File: src/rtl/serial_add_sub_if.sv
// Handshake and data bundle for the bit-serial adder/subtractor.
// The master side issues operations; the slave side (the adder) returns results.
interface serial_add_sub_if #(
  parameter int unsigned WIDTH = 8
);
  logic             start;
  logic             sub;
  logic [WIDTH-1:0] a;
  logic [WIDTH-1:0] b;
  logic             ready;
  logic             done;
  logic [WIDTH-1:0] s;
  logic             co;
  logic             ovf;

  modport master (
    output start, sub, a, b,
    input  ready, done, s, co, ovf
  );

  modport slave (
    input  start, sub, a, b,
    output ready, done, s, co, ovf
  );
endinterface

File: src/rtl/serial_add_sub.sv
// Bit-serial adder/subtractor: one full-adder cell plus a carry flop, LSB first,
// one bit per clock over WIDTH cycles. Subtraction is a + ~b + 1, with the +1
// injected as the initial carry.
module serial_add_sub #(
  parameter int unsigned WIDTH = 8
) (
  input logic              clk,
  input logic              rst,
  serial_add_sub_if.slave  bus
);

  localparam int unsigned CntW = (WIDTH > 2) ? $clog2(WIDTH) : 1;
  localparam logic [CntW-1:0] LastCnt = CntW'(WIDTH - 1);

  typedef enum logic [1:0] {StIdle, StRun, StDone} state_e;

  state_e           state_q, state_d;
  logic [WIDTH-1:0] op_a_q, op_a_d;
  logic [WIDTH-1:0] op_b_q, op_b_d;
  logic [WIDTH-1:0] res_q, res_d;
  logic             carry_q, carry_d;
  logic [CntW-1:0]  cnt_q, cnt_d;
  logic [WIDTH-1:0] s_q, s_d;
  logic             co_q, co_d;
  logic             ovf_q, ovf_d;

  logic             sum_bit;
  logic             carry_nxt;

  // Single full-adder cell operating on the current LSBs.
  always_comb begin
    sum_bit   = op_a_q[0] ^ op_b_q[0] ^ carry_q;
    carry_nxt = (op_a_q[0] & op_b_q[0]) | (op_a_q[0] & carry_q) | (op_b_q[0] & carry_q);
  end

  // Next-state and datapath control.
  always_comb begin
    state_d = state_q;
    op_a_d  = op_a_q;
    op_b_d  = op_b_q;
    res_d   = res_q;
    carry_d = carry_q;
    cnt_d   = cnt_q;
    s_d     = s_q;
    co_d    = co_q;
    ovf_d   = ovf_q;

    unique case (state_q)
      StIdle: begin
        if (bus.start) begin
          op_a_d  = bus.a;
          op_b_d  = bus.sub ? ~bus.b : bus.b;
          carry_d = bus.sub;
          cnt_d   = '0;
          res_d   = '0;
          state_d = StRun;
        end
      end
      StRun: begin
        op_a_d  = op_a_q >> 1;
        op_b_d  = op_b_q >> 1;
        carry_d = carry_nxt;
        res_d   = {sum_bit, res_q[WIDTH-1:1]};
        cnt_d   = cnt_q + CntW'(1);
        if (cnt_q == LastCnt) begin
          // On the MSB step carry_q is the carry into bit WIDTH-1, so no
          // separate capture register is needed for the overflow term.
          s_d     = {sum_bit, res_q[WIDTH-1:1]};
          co_d    = carry_nxt;
          ovf_d   = carry_q ^ carry_nxt;
          state_d = StDone;
        end
      end
      StDone: begin
        state_d = StIdle;
      end
      default: begin
        state_d = StIdle;
      end
    endcase
  end

  // State and datapath registers; synchronous reset aborts any operation.
  always_ff @(posedge clk) begin
    if (rst) begin
      state_q <= StIdle;
      op_a_q  <= '0;
      op_b_q  <= '0;
      res_q   <= '0;
      carry_q <= 1'b0;
      cnt_q   <= '0;
      s_q     <= '0;
      co_q    <= 1'b0;
      ovf_q   <= 1'b0;
    end else begin
      state_q <= state_d;
      op_a_q  <= op_a_d;
      op_b_q  <= op_b_d;
      res_q   <= res_d;
      carry_q <= carry_d;
      cnt_q   <= cnt_d;
      s_q     <= s_d;
      co_q    <= co_d;
      ovf_q   <= ovf_d;
    end
  end

  // Handshake and result outputs are pure register decodes.
  always_comb begin
    bus.ready = (state_q == StIdle);
    bus.done  = (state_q == StDone);
    bus.s     = s_q;
    bus.co    = co_q;
    bus.ovf   = ovf_q;
  end

endmodule

File: src/flat_wrapper.sv
// flat-port wrapper written by rule: the top's interface ports become plain ports
module serial_add_sub_flat 
#(
  parameter int unsigned WIDTH = 8
)
  (clk, rst, bus_start, bus_sub, bus_a, bus_b, bus_ready, bus_done, bus_s, bus_co, bus_ovf);
  serial_add_sub_if #(.WIDTH(WIDTH)) bus_i ();
  input logic clk;
  input logic rst;
  input wire logic [$bits(bus_i.start)-1:0] bus_start;
  input wire logic [$bits(bus_i.sub)-1:0] bus_sub;
  input wire logic [$bits(bus_i.a)-1:0] bus_a;
  input wire logic [$bits(bus_i.b)-1:0] bus_b;
  output wire logic [$bits(bus_i.ready)-1:0] bus_ready;
  output wire logic [$bits(bus_i.done)-1:0] bus_done;
  output wire logic [$bits(bus_i.s)-1:0] bus_s;
  output wire logic [$bits(bus_i.co)-1:0] bus_co;
  output wire logic [$bits(bus_i.ovf)-1:0] bus_ovf;
  assign bus_i.start = bus_start;
  assign bus_i.sub = bus_sub;
  assign bus_i.a = bus_a;
  assign bus_i.b = bus_b;
  assign bus_ready = bus_i.ready;
  assign bus_done = bus_i.done;
  assign bus_s = bus_i.s;
  assign bus_co = bus_i.co;
  assign bus_ovf = bus_i.ovf;
  serial_add_sub #(.WIDTH(WIDTH)) u_core (.clk(clk), .rst(rst), .bus(bus_i));
endmodule
File: config.mk
export PLATFORM = sky130hd
export DESIGN_NAME = serial_add_sub_flat
export DESIGN_NICKNAME = d
export VERILOG_FILES = /design/src/rtl/serial_add_sub_if.sv /design/src/rtl/serial_add_sub.sv /design/src/flat_wrapper.sv
export SDC_FILE = /design/constraint.sdc
export NUM_CORES = 1
export LEC_CHECK = 0
export ABC_CLOCK_PERIOD_IN_PS = 2550
export CORE_ASPECT_RATIO = 1.4
export CORE_UTILIZATION = 55
export CTS_BUF_LIST = sky130_fd_sc_hd__clkbuf_4 sky130_fd_sc_hd__clkbuf_8 sky130_fd_sc_hd__clkbuf_16
export DETAILED_ROUTE_END_ITERATION = 10
export MAX_ROUTING_LAYER = met4
export PLACE_DENSITY = 0.83
export SYNTH_ARGS = -nofsm -noshare
export SYNTH_HDL_FRONTEND = slang
export SYNTH_SLANG_ARGS = --single-unit
export TNS_END_PERCENT = 20
File: constraint.sdc
create_clock -name clk -period 2.55 [get_ports clk]
set_input_delay 0.51 -clock clk [delete_from_list [all_inputs] [get_ports clk]]
set_output_delay 0.51 -clock clk [all_outputs]
set_load 0.005 [all_outputs]
==> results of run 1 <==
synthesized netlist by cell type (all sizes together):
cell    instances  area (sq um)
a21oi          25         125.1
mux2i           1         10.01
a22oi          17         127.6
nand3b          1         7.510
or2             1         6.260
mux2            1         11.26
fa              1         20.02
dfxtp          39         780.8
and3b           1         8.760
o21a            1         7.510
nor3            1         5.000
nor2           28         105.1
inv             9         33.78
buf            13         75.07
ha              2         25.02
xor2            1         8.760
nand2b          1         6.260
o22ai           8         93.84
nand2          21         78.83
o21bai          1         11.26
a221oi          1         8.760
clkbuf          4         15.01
or3             1         6.260
o221a           7         78.83
nor2b           4         25.02
o21ai           1         5.000
a211oi          1         7.510
xnor2           8         70.07
metrics by stage:
step | setup slack [ps] | instance area [sq um] | power (mW) | hold slack (ps)
floorplan | 1160 | 1764 | 0.7793 | 432.3
global placement | 557.1 | 2063 | 0.8224 | 441.3
detailed placement | 477.3 | 2063 | 0.8299 | 445.3
global route | 328.1 | 2147 | 1.265 | 484.5
finish | 424.0 | 2147 | 1.213 | 453.3
CTS | 451.4 | 2147 | 1.220 | 455.8
how the worst max path moves through the flow:
stage	start	to	slack [ps]
after detailed placement	bus_start	u_core.op_b_q[2]	480
after global placement	bus_start	u_core.op_b_q[1]	560
after CTS	u_core.state_q[0]	bus_ready	450
final	u_core.state_q[0]	bus_ready	420
after global routing	u_core.state_q[0]	bus_ready	330
after floorplan	u_core.state_q[1]	bus_done	1160
routing by layer:
metal / part of all wire / GRT usage / wire length (um) / up-vias
met5: 0 / - / 0 / -
met4: 0.011 / 0.09206 / 37 / 0
met3: 0.043 / 0.05960 / 146 / 6
met2: 0.52 / 0.3589 / 1765 / 41
met1: 0.43 / 0.2549 / 1461 / 686
li1: - / - / - / 743
registers in the layout, summed over array words and instances (netlist names), 2 cells and up:
register	flops
u_core.bus.s	8
u_core.cnt_q	3
u_core.op_a_q	8
u_core.op_b_q	8
u_core.res_q	7
u_core.state_q	2
power by group through the flow:
stage	sequential, mW	clock (mW)	combinational (mW)
finish	0.660	0.396	0.157
global route	0.663	0.428	0.174
CTS	0.659	0.404	0.158
detailed placement	0.673	0	0.157
global placement	0.671	0	0.151
floorplan	0.663	0	0.117
kinds of logic after synthesis:
logic type | synth area share
simple gates | 0.1411
flops | 0.4426
buf+inv | 0.07021
xor+xnor | 0.04468
mux | 0.01206
compound gates | 0.2638
fa+ha+maj | 0.02553
critical path, stage by stage (launching register included):
cell,delay (ps)
dfxtp_1,750
nor2_1,110
clkdlybuf4s50_1,470
cell type report:
| type | count | area [sq um] | share of cell area |
|---|---|---|---|
| tap | 39 | 48.80 | 0.02273 |
| clock inverter | 3 | 15.01 | 0.006993 |
| clock buffer | 5 | 68.82 | 0.03205 |
| sequential | 39 | 780.7 | 0.3636 |
| timing repair buffer | 35 | 340.3 | 0.1585 |
| multi-input combinational | 135 | 859.6 | 0.4003 |
| inverter | 9 | 33.78 | 0.01573 |
layout by cell type (no fill, tap or decap), types with 3 or more instances in the layout:
master	count
a22oi_1	17
buf_4	4
clkinv_2	3
nor2b_1	4
o221a_2	7
a21oi_1	25
dfxtp_1	39
clkdlybuf4s50_1	31
clkbuf_8	5
nor2_1	28
o22ai_2	7
inv_1	8
nand2_1	21
xnor2_1	8
==> impl_metrics.env, run 1 <==
export IMPL_placedCellCount=257
export IMPL_netlist_area_sq_um=1764
export IMPL_fp_dieArea_sq_um=3441
export IMPL_synth_cell_types=32
export IMPL_core_area_sq_um=3093
export IMPL_postCtsSetupBuffers=0
export IMPL_setup_reg_to_reg_worst_slack_ps=710
export IMPL_vias=1476
export IMPL_finalCritPeriodShare=0.8337
export IMPL_dp_hpwl_mm=2.345
export IMPL_hp_start="u_core.bus.s[3]"
export IMPL_vias_per_cell=5.570
export IMPL_reg2reg_to="u_core.cnt_q[0]"
export IMPL_synth_cells=200
export IMPL_clk_pin_slew_ps=80
export IMPL_rsz0062_at_grt="false"
export IMPL_hold_depth=2
export IMPL_cts_buffers=5
export IMPL_p_seq_frac=0.544
export IMPL_ys_seq_area_frac=0.4426
export IMPL_chipHeight_um=69.01
export IMPL_finalSetupViolCount=0
export IMPL_synth_area_per_cell_sq_um=8.821
export IMPL_hold_class="flop to flop"
export IMPL_cp_end_kind="output pin"
export IMPL_initial_core_util=0.5704
export IMPL_grt_pass1_vias=1364
export IMPL_clkPwrFrac=0.327
export IMPL_postRouteAntennaNets=0
export IMPL_clock_sinks=39
export IMPL_ctsHoldBuffers=0
export IMPL_leakagePower_nw=0.7918
export IMPL_grt_pass1_wl_mm=5.823
export IMPL_n_fill_cell=254
export IMPL_drt_iter0_drc=55
export IMPL_skew_ps=7.129
export IMPL_cp_required_ps=2040
export IMPL_antenna_found_initial=0
export IMPL_ios=32
export IMPL_h_tree_depth=2
export IMPL_setup_tns_ps=0
export IMPL_power_density_nw_per_um2=565.2
export IMPL_worst_path_max_fanout=19
export IMPL_reg2reg_from="u_core.state_q[0]"
export IMPL_dr_pass1_iters=5
export IMPL_wire_per_inst_um=12.87
export IMPL_cts_tree="done"
export IMPL_post_cts_resized=0
export IMPL_die_w_um=49.87
export IMPL_grt_use_total=0.2221
export IMPL_grt_max_degree=40
export IMPL_tightest_slew_ps=702.2
export IMPL_critical_path_class="flop to output pin"
export IMPL_combPwrFrac=0.130
export IMPL_netSwitchingFraction=0.2537
export IMPL_min_to="u_core.bus.s[3]"
export IMPL_slew_viol_final=0
export IMPL_drc_errors=0
export IMPL_finalNonFillerCells=265
export IMPL_rr_worst_depth=4
export IMPL_nNetsFinal=248
export IMPL_wirelength_mm=3.410
export IMPL_hold_viol=0
export IMPL_clock_path_buffers=2
export IMPL_port_buffers=31
export IMPL_intPower_uw=905.6
export IMPL_switchingPower_uw=307.8
export IMPL_maxCapViolCount=0
export IMPL_drive_gt1_frac=0.1283
export IMPL_yosysWarnings=0
export IMPL_root_buffer="clkbuf_8"
export IMPL_fmax_mhz=470.4
export IMPL_outcome="completed"
export IMPL_insertion_delay_ps=290
export IMPL_diodes=0
export IMPL_final_util=0.6942
export IMPL_gp_congestion=0.8247
export IMPL_relSlewSlack=0.5315
export IMPL_max_vdd_ir_drop_mv=0.4021
export IMPL_grt_overflow_total=0
export IMPL_ys_seq_elements=39
export IMPL_period_minus_slack_ps=2126
export IMPL_num_rows=24
export IMPL_syn2layout_area_growth_pct=21.70
export IMPL_synth_nets=223
export IMPL_worst_ep_arrival_time_ps=1620
export IMPL_cp_start_kind="flop"
(Power assumes the default switching activity.)
==> run 2: changes to the inputs <==
- ABC_CLOCK_PERIOD_IN_PS: 2550 -> 1800
- CORE_UTILIZATION: 55 -> 46
- PLACE_DENSITY: 0.83 -> 0.74
- clock period: 2.55 -> 1.8 ns (I/O delays scaled with it)
==> run 2 against run 1 <==
Cell count up 4.2%. Setup slack worse by 340 ps. Power rose by 43%. Count of clock-buffer cells in the layout is the same. Sequential share of layout area decreased by 1.0 points. Clock skew decreased by 0.52 ps. Utilization decreased by 8.7 points. Largest cell class unchanged.
==> impl_metrics.env, run 2 (synthesis results as in run 1) <==
export IMPL_clk_pin_slew_ps=80
export IMPL_p_seq_frac=0.539
export IMPL_antenna_found_initial=0
export IMPL_drc_errors=0
export IMPL_switchingPower_uw=434.2
export IMPL_outcome="completed"
export IMPL_nNetsFinal=256
export IMPL_skew_ps=6.613
export IMPL_slowest_stage="clkdlybuf4s50_1"
export IMPL_hold_class="flop to flop"
export IMPL_gp_congestion=0.7033
export IMPL_ios=32
export IMPL_port_buffers=31
export IMPL_power_density_nw_per_um2=781.8
export IMPL_dr_pass1_iters=4
export IMPL_grt_max_degree=40
export IMPL_final_cell_mix="dfxtp_1, clkdlybuf4s50_1, nor2_1"
export IMPL_cp_start_kind="flop"
export IMPL_dp_hpwl_mm=2.357
export IMPL_cp_required_ps=1440
export IMPL_worst_slack_ps=87.59
export IMPL_clock_sinks=39
export IMPL_crit_buf_inv=2
export IMPL_worst_path_max_fanout=6
export IMPL_critical_path_class="flop to output pin"
export IMPL_vias_per_cell=5.246
export IMPL_fmax_mhz=584.0
export IMPL_cpPeakStageDelay_ps=500
export IMPL_dp_slack_ps=32.70
export IMPL_max_vdd_ir_drop_mv=0.5736
export IMPL_maxCapViolCount=0
export IMPL_grt_use_total=0.1980
export IMPL_wire_per_inst_um=12.55
export IMPL_leakagePower_nw=0.8319
export IMPL_relSlewSlack=0.7089
export IMPL_root_buffer="clkbuf_8"
export IMPL_n_fill_cell=338
export IMPL_diodes=0
export IMPL_finalCritPeriodShare=0.9513
export IMPL_insertion_delay_ps=290
export IMPL_chipHeight_um=75.28
export IMPL_postCtsSetupBuffers=0
export IMPL_regArea_sq_um=782.0
export IMPL_finalSetupViolCount=0
export IMPL_hold_viol=0
export IMPL_vias=1448
export IMPL_intPower_mw=1.295
export IMPL_path_cells="buf_4 > nor2_1 > clkdlybuf4s50_1"
export IMPL_tightest_slew_ps=436.7
export IMPL_layout_commonest_cell="dfxtp_1"
export IMPL_syn2layout_area_growth_pct=25.39
export IMPL_netSwitchingFraction=0.2511
export IMPL_clock_path_buffers=2
export IMPL_cts_tree="done"
export IMPL_worst_ep_arrival_time_ps=1350
export IMPL_totalPowerFinal_mw=1.729
export IMPL_wirelength_mm=3.464
export IMPL_cp_top_family="buffers and inverters"
export IMPL_combPwrFrac=0.139
export IMPL_fp_dieArea_sq_um=4090
export IMPL_grt_pass1_wl_mm=5.609
export IMPL_slew_viol_final=0
export IMPL_period_minus_slack_ps=1712
export IMPL_grt_pass1_vias=1265
export IMPL_rsz0062_at_grt="false"
export IMPL_die_w_um=54.34
export IMPL_h_tree_depth=2
export IMPL_cp_end_kind="output pin"
export IMPL_num_rows=26
export IMPL_multi_input_area_sq_um=859.6
export IMPL_core_area_sq_um=3643
export IMPL_postRouteAntennaNets=0
export IMPL_drt_iter0_drc=25
export IMPL_clkPwrFrac=0.322
export IMPL_setup_tns_ps=0
export IMPL_grt_overflow_total=0
export IMPL_cts_buffers=5
export IMPL_drive_gt1_frac=0.1624
export IMPL_initial_core_util=0.4842
-- run 2: what timing repair did --
item,4_1_cts,5_1_grt
gates resized for setup,1,0
endpoints found under the setup margin,2,0
hold buffers,0,0
-- run 2: worst paths after layout --
check	startpoint	to	slack, ps	cells after the start
max	u_core.state_q[1]	bus_ready	90	3
min reg2reg	u_core.bus.s[4]	u_core.bus.s[4]	450	2
min	u_core.bus.s[4]	u_core.bus.s[4]	450	2
max reg2reg	u_core.cnt_q[0]	u_core.bus.ovf	340	5
-- run 2: through the flow --
stage               utilization  area (sq um)  hold WS [ps]  std cells
finish                   0.6071          2212         452.1        276
CTS                      0.6071          2212         457.0        276
detailed placement       0.5838          2127         446.7        268
global placement         0.5838          2127         440.0        268
global route             0.6071          2212         473.4        276
floorplan                     -          1764         432.3        200
-- run 2: power groups by stage --
stage,combinational [mW],sequential (mW),clock (mW)
global placement,0.235,0.950,0
global route,0.266,0.937,0.614
finish,0.240,0.933,0.557
detailed placement,0.240,0.951,0
floorplan,0.165,0.939,0
CTS,0.241,0.933,0.575
-- run 2: worst min-delay path, delay by kind of cell, from the launching register on --
family,cells,cell delay (ps)
AO/OA/AOI/OAI,1,50
flip-flops,1,310
AND/OR/NAND/NOR,1,50
-- run 2: cell type report --
class                           count  share of cell area
Multi-Input combinational cell    135              0.3886
Sequential cell                    39              0.3535
Timing Repair Buffer               43              0.1810
Clock buffer                        5             0.03111
Tap cell                           42             0.02376
Inverter                            9             0.01527
Clock inverter                      3            0.006787
-- run 2: per-layer routing --
metal	share of wire	up-vias	track usage
met5	0	-	-
met4	0.023	0	0.09402
met3	0.033	8	0.05455
met2	0.50	33	0.3171
met1	0.44	651	0.2224
li1	-	756	-
==> RTL change 1 (settings of run 2) <==
`WIDTH` is set to 8 in 3 places; all go to 4.
--- a/src/rtl/serial_add_sub_if.sv
+++ b/src/rtl/serial_add_sub_if.sv
@@ -1,7 +1,7 @@
 // Handshake and data bundle for the bit-serial adder/subtractor.
 // The master side issues operations; the slave side (the adder) returns results.
 interface serial_add_sub_if #(
-  parameter int unsigned WIDTH = 8
+  parameter int unsigned WIDTH = 4
 );
   logic             start;
   logic             sub;
--- a/src/rtl/serial_add_sub.sv
+++ b/src/rtl/serial_add_sub.sv
@@ -2,7 +2,7 @@
 // one bit per clock over WIDTH cycles. Subtraction is a + ~b + 1, with the +1
 // injected as the initial carry.
 module serial_add_sub #(
-  parameter int unsigned WIDTH = 8
+  parameter int unsigned WIDTH = 4
 ) (
   input logic              clk,
   input logic              rst,
--- a/src/flat_wrapper.sv
+++ b/src/flat_wrapper.sv
@@ -1,7 +1,7 @@
 // flat-port wrapper written by rule: the top's interface ports become plain ports
 module serial_add_sub_flat 
 #(
-  parameter int unsigned WIDTH = 8
+  parameter int unsigned WIDTH = 4
 )
   (clk, rst, bus_start, bus_sub, bus_a, bus_b, bus_ready, bus_done, bus_s, bus_co, bus_ovf);
   serial_add_sub_if #(.WIDTH(WIDTH)) bus_i ();
Ports: changed (resized bus_a, bus_b and bus_s); port bits go from 32 to 20. No check against the original RTL was run, so the function may have changed too.
==> RTL change 1 against run 2 <==
  * Synthesized area fell by 44%
  * Fmax shrank 1.5%
  * Largest power group unchanged
  * Power shrank 39%
  * Critical endpoint is now bus_done
  * Setup slack worse by 0.025 ns
  * Clock power down 31%
  * Wire length fell by 47%
  * Design area is 44% lower
  * Critical path depth decreased by 1
  * First-iteration DRC count is 68% lower
  * Global-route usage is 0.16 points lower
  * Via count down 47%
  * Sequential cell count is 17 lower
  * Core utilization increased by 1.8 points
  * Sequential power decreased by 43%
==> RTL change 1: results (changes against run 2) <==
outcome -> finished, final reports clean
post-place setup slack -> 0.08934 ns (+0.05664 ns)
Seq group -> 528 uW (-43%)
met2 GRT Util -> 30.13% (-1.6 points)
vias per cell -> 5.366 (+2.3%)
sum of negative setup slack -> 0 ns (unchanged)
Peak VDD IR -> 0.0005995 V (+4.5%)
post-layout net count -> 136 (-47%)
Placed Area -> 1192 um^2 (-44%)
met3 wire len -> 47 um (-59%)
P_int -> 808.4 uW (-38%)
clk sink count -> 22 (-44%)
Pwr per Cell Area -> 842.9 nW/um^2 (+7.8%)
GP Congestion -> 0.6961 (-1.0%)
Signal buf overhead -> 18.46% (+0.36 points)
Clock-cell share -> 4.213% (+0.42 points)
clk_skew -> 0.002085 ns (-0.004528 ns)
Syn Area/Cell -> 9.836 um^2 (+12%)
CTS root buf -> clkbuf_4
post-DP HPWL -> 1387 um (-41%)
antenna violations before repair -> 0 (unchanged)
Worst-Skew Late Latency -> 0.32 ns (+0.03 ns)
multi-input combinational area share -> 39.92% (+1.1 points)
Synth Cell Area -> 993.5 um^2 (-44%)
clock slew at reported path FFs -> 0.12 ns (+0.04 ns)
post-DR wirelength/cell -> 13.03 um (+3.8%)
met2 wire len -> 975 um (-44%)
met3 usage -> 2.335% (-3.1 points)
placed cells -> 138 (-49%)
Seq. cell area -> 440.4 um^2 (-44%)
slew margin rel. -> 64.90% (-6.0 points)
WP data arrival -> 1.38 ns (+0.03 ns)
pin count of the biggest net entering global routing -> 16 (-60%)
power share of the clock group -> 36.7% (+4.5 points)
number of fill cells in the layout -> 182 (-46%)
Multi-input gate area -> 498.0 um^2 (-42%)
met1 Use GR -> 23.68% (+1.4 points)
maximum level of the CTS H-tree -> 1 (-1)
sequential area share after synthesis -> 44.33% (+0.077 points)
final wirelength -> 1850 um (-47%)
LEAKAGE -> 0.4726 nW (-43%)
port bufs -> 19 (-39%)
most instantiated cells after synthesis -> 22 x dfxtp_1, 14 x nor2_1, 7 x a21oi_1, 6 x nand2_1, 6 x nand3_1
CP max FO -> 9 (+3)
Synth area leaders -> dfxtp_1 44%, nor2_1 5.3%, mux2i_1 5.0%
Non-clock buffers -> 24 (-44%)
Non-clk invs -> 0 (-9)
Yosys cell types -> 29 (-9.4%)
gr usage total -> 19.64% (-0.16 points)
first-pass GRT wire length -> 3084 um (-45%)
vias in the first global route -> 737 (-42%)
multi-input logic cell count -> 71 (-47%)
layout cells sized above 1 -> 14.88% (-1.4 points)
Synthesized Nets -> 115 (-48%)
-- RTL change 1: worst max-delay path, cell delays in order, from the launching register on --
cell and delay, ns:
dfxtp_1 0.42, nor2b_1 0.13, clkdlybuf4s50_1 0.50
-- RTL change 1: what timing repair did --
item	in CTS	in global routing
setup endpoints to repair	0	1
hold buffers	0	0
gates resized for setup	0	1
-- RTL change 1: logic make-up (layout without fill, tap and decap cells) --
family          count (synthesis)  after routing  share of synthesized area [%]
simple gates                   37             37                          19.65
compound gates                 22             22                          17.76
flops                          22             22                          44.33
buf+inv                         8             28                          5.541
xor+xnor                        5              5                          4.409
mux                             5              5                          5.038
fa+ha+maj                       2              2                          3.274
-- RTL change 1: path summary, 6_finish.rpt --
path,startpoint,to,slack [ns],cells after the start
max,u_core.state_q[0],bus_done,0.06,2
min,u_core.bus.s[2],u_core.bus.s[2],0.47,2
max reg2reg,u_core.state_q[0],u_core.op_b_q[1],0.34,3
min reg2reg,u_core.bus.s[2],u_core.bus.s[2],0.47,2
==> RTL change 2 (settings of run 2) <==
Without the edit above. The 3 states of `state_e` get a one-hot encoding in 3 bits.
--- a/src/rtl/serial_add_sub.sv
+++ b/src/rtl/serial_add_sub.sv
@@ -12,7 +12,7 @@
   localparam int unsigned CntW = (WIDTH > 2) ? $clog2(WIDTH) : 1;
   localparam logic [CntW-1:0] LastCnt = CntW'(WIDTH - 1);
 
-  typedef enum logic [1:0] {StIdle, StRun, StDone} state_e;
+  typedef enum logic [2:0] {StIdle = 3'b001, StRun = 3'b010, StDone = 3'b100} state_e;
 
   state_e           state_q, state_d;
   logic [WIDTH-1:0] op_a_q, op_a_d;
Function: no difference found for any inputs over 10 cycles, from zero or initial values and one cycle with rst high; not proved beyond that.
==> RTL change 2 against run 2 <==
  * Synthesized area grew 2.0%
  * Sequential share of layout area down 0.78 points
  * Sequential cell count up 1
  * Design area rose by 5.4%
  * Non-clock buffer count increased by 5
  * Power up 15%
  * Wire length is 11% higher
  * Setup slack lost 0.023 ns
  * Highest routed layer unchanged
==> RTL change 2: results (changes against run 2) <==
pin count of the biggest net entering global routing -> 18 (-55%)
Seq group -> 958 uW (+2.7%)
post-DP HPWL -> 2768 um (+17%)
Clock-cell share -> 4.777% (+0.99 points)
multi-input logic cell count -> 130 (-3.7%)
critical path's slowest cell -> clkdlybuf4s50_1
multi-input combinational area share -> 39.08% (+0.22 points)
CP top delay family -> buffers and inverters
Synth area leaders -> dfxtp_1 45%, nor3_1 8.6%, a21oi_1 4.7%
Initial DRC Count -> 29 (+16%)
Non-clock buffers -> 48 (+12%)
CP max FO -> 12 (+6)
GP Congestion -> 0.7917 (+13%)
sequential area share after synthesis -> 44.51% (+0.25 points)
first-pass GRT wire length -> 6506 um (+16%)
layout cells sized above 1 -> 16.81% (+0.57 points)
clk sink count -> 40 (+2.6%)
Non-clk invs -> 0 (-9)
post-place setup slack -> -0.06031 ns (-0.09301 ns)
WP data arrival -> 1.38 ns (+0.03 ns)
number of fill cells in the layout -> 342 (+1.2%)
Signal buf overhead -> 19.32% (+1.2 points)
CP max stage delay -> 0.52 ns (+0.02 ns)
most instantiated cells after synthesis -> 40 x dfxtp_1, 31 x nor3_1, 18 x nand2_1, 17 x a21oi_1
slew margin rel. -> 65.20% (-5.7 points)
Seq. cell area -> 805.8 um^2 (+3.0%)
port bufs -> 31 (unchanged)
switching portion of total power -> 24.30% (-0.80 points)
final wirelength -> 3833 um (+11%)
Synthesized Nets -> 210 (-5.8%)
gr usage total -> 21.71% (+1.9 points)
Peak VDD IR -> 0.0005846 V (+1.9%)
Flop pwr share -> 48.3% (-5.6 points)
outcome -> finished, final reports clean
clk_skew -> 0.004016 ns (-0.002598 ns)
via count -> 1509 (+4.2%)
Gate power share -> 14.7% (+0.8 points)
antenna violations before repair -> 0 (unchanged)
post-layout net count -> 248 (-3.1%)
vias in the first global route -> 1485 (+17%)
LEAKAGE -> 0.8698 nW (+4.6%)
## RTL change 2: cell count changes after synthesis, moves of 7 or more
cell,change
a22o_1,+9
o22ai_2,-7
nor2_1,-25
inv_1,-8
a22oi_1,-17
o221a_2,-7
a21oi_1,-8
or4bb_1,+7
nor3_1,+30
## RTL change 2: worst paths after layout
| path | from | cells past startpoint | slack, ns | to |
|---|---|---|---|---|
| worst min register to register | u_core.bus.s[6] | 2 | 0.45 | u_core.bus.s[6] |
| worst min-delay path | u_core.bus.s[6] | 2 | 0.45 | u_core.bus.s[6] |
| worst max-delay path | u_core.state_q[1] | 2 | 0.06 | bus_done |
| worst max register to register | u_core.state_q[2] | 6 | 0.19 | u_core.op_a_q[2] |
## RTL change 2: timing repair
item,CTS,global route
buffers inserted,0,0
resized for setup,1,3
setup endpoints to repair,2,1
## RTL change 2: logic make-up after synthesis
kind of cell | Yosys count | share of synthesized area, %
flops | 40 | 44.51
mux | 2 | 1.182
buf+inv | 17 | 5.146
simple gates | 79 | 28.79
fa+ha+maj | 3 | 2.503
compound gates | 37 | 13.49
xor+xnor | 9 | 4.381
## RTL change 2: layer usage
layer  track usage (%)  share of wire, %  wire length, um  vias to the layer above
met1             22.93                41             1560                      707
li1                  -                 -                -                      761
met4             9.231               1.8               70                        0
met2             36.14                54             2063                       35
met3             5.589               3.6              138                        6
met5                 -                 0                0                        -
## RTL change 2: metrics by stage
step | area, um^2 | hold slack (ns) | utilization, % | std cells
after floorplan | 1799 | 0.4321 | - | 187
after global placement | 2210 | 0.4413 | 59.58 | 260
after detailed placement | 2210 | 0.4465 | 59.58 | 260
after CTS | 2322 | 0.4578 | 62.62 | 268
after global routing | 2331 | 0.4929 | 62.85 | 268
final | 2331 | 0.4533 | 62.85 | 268
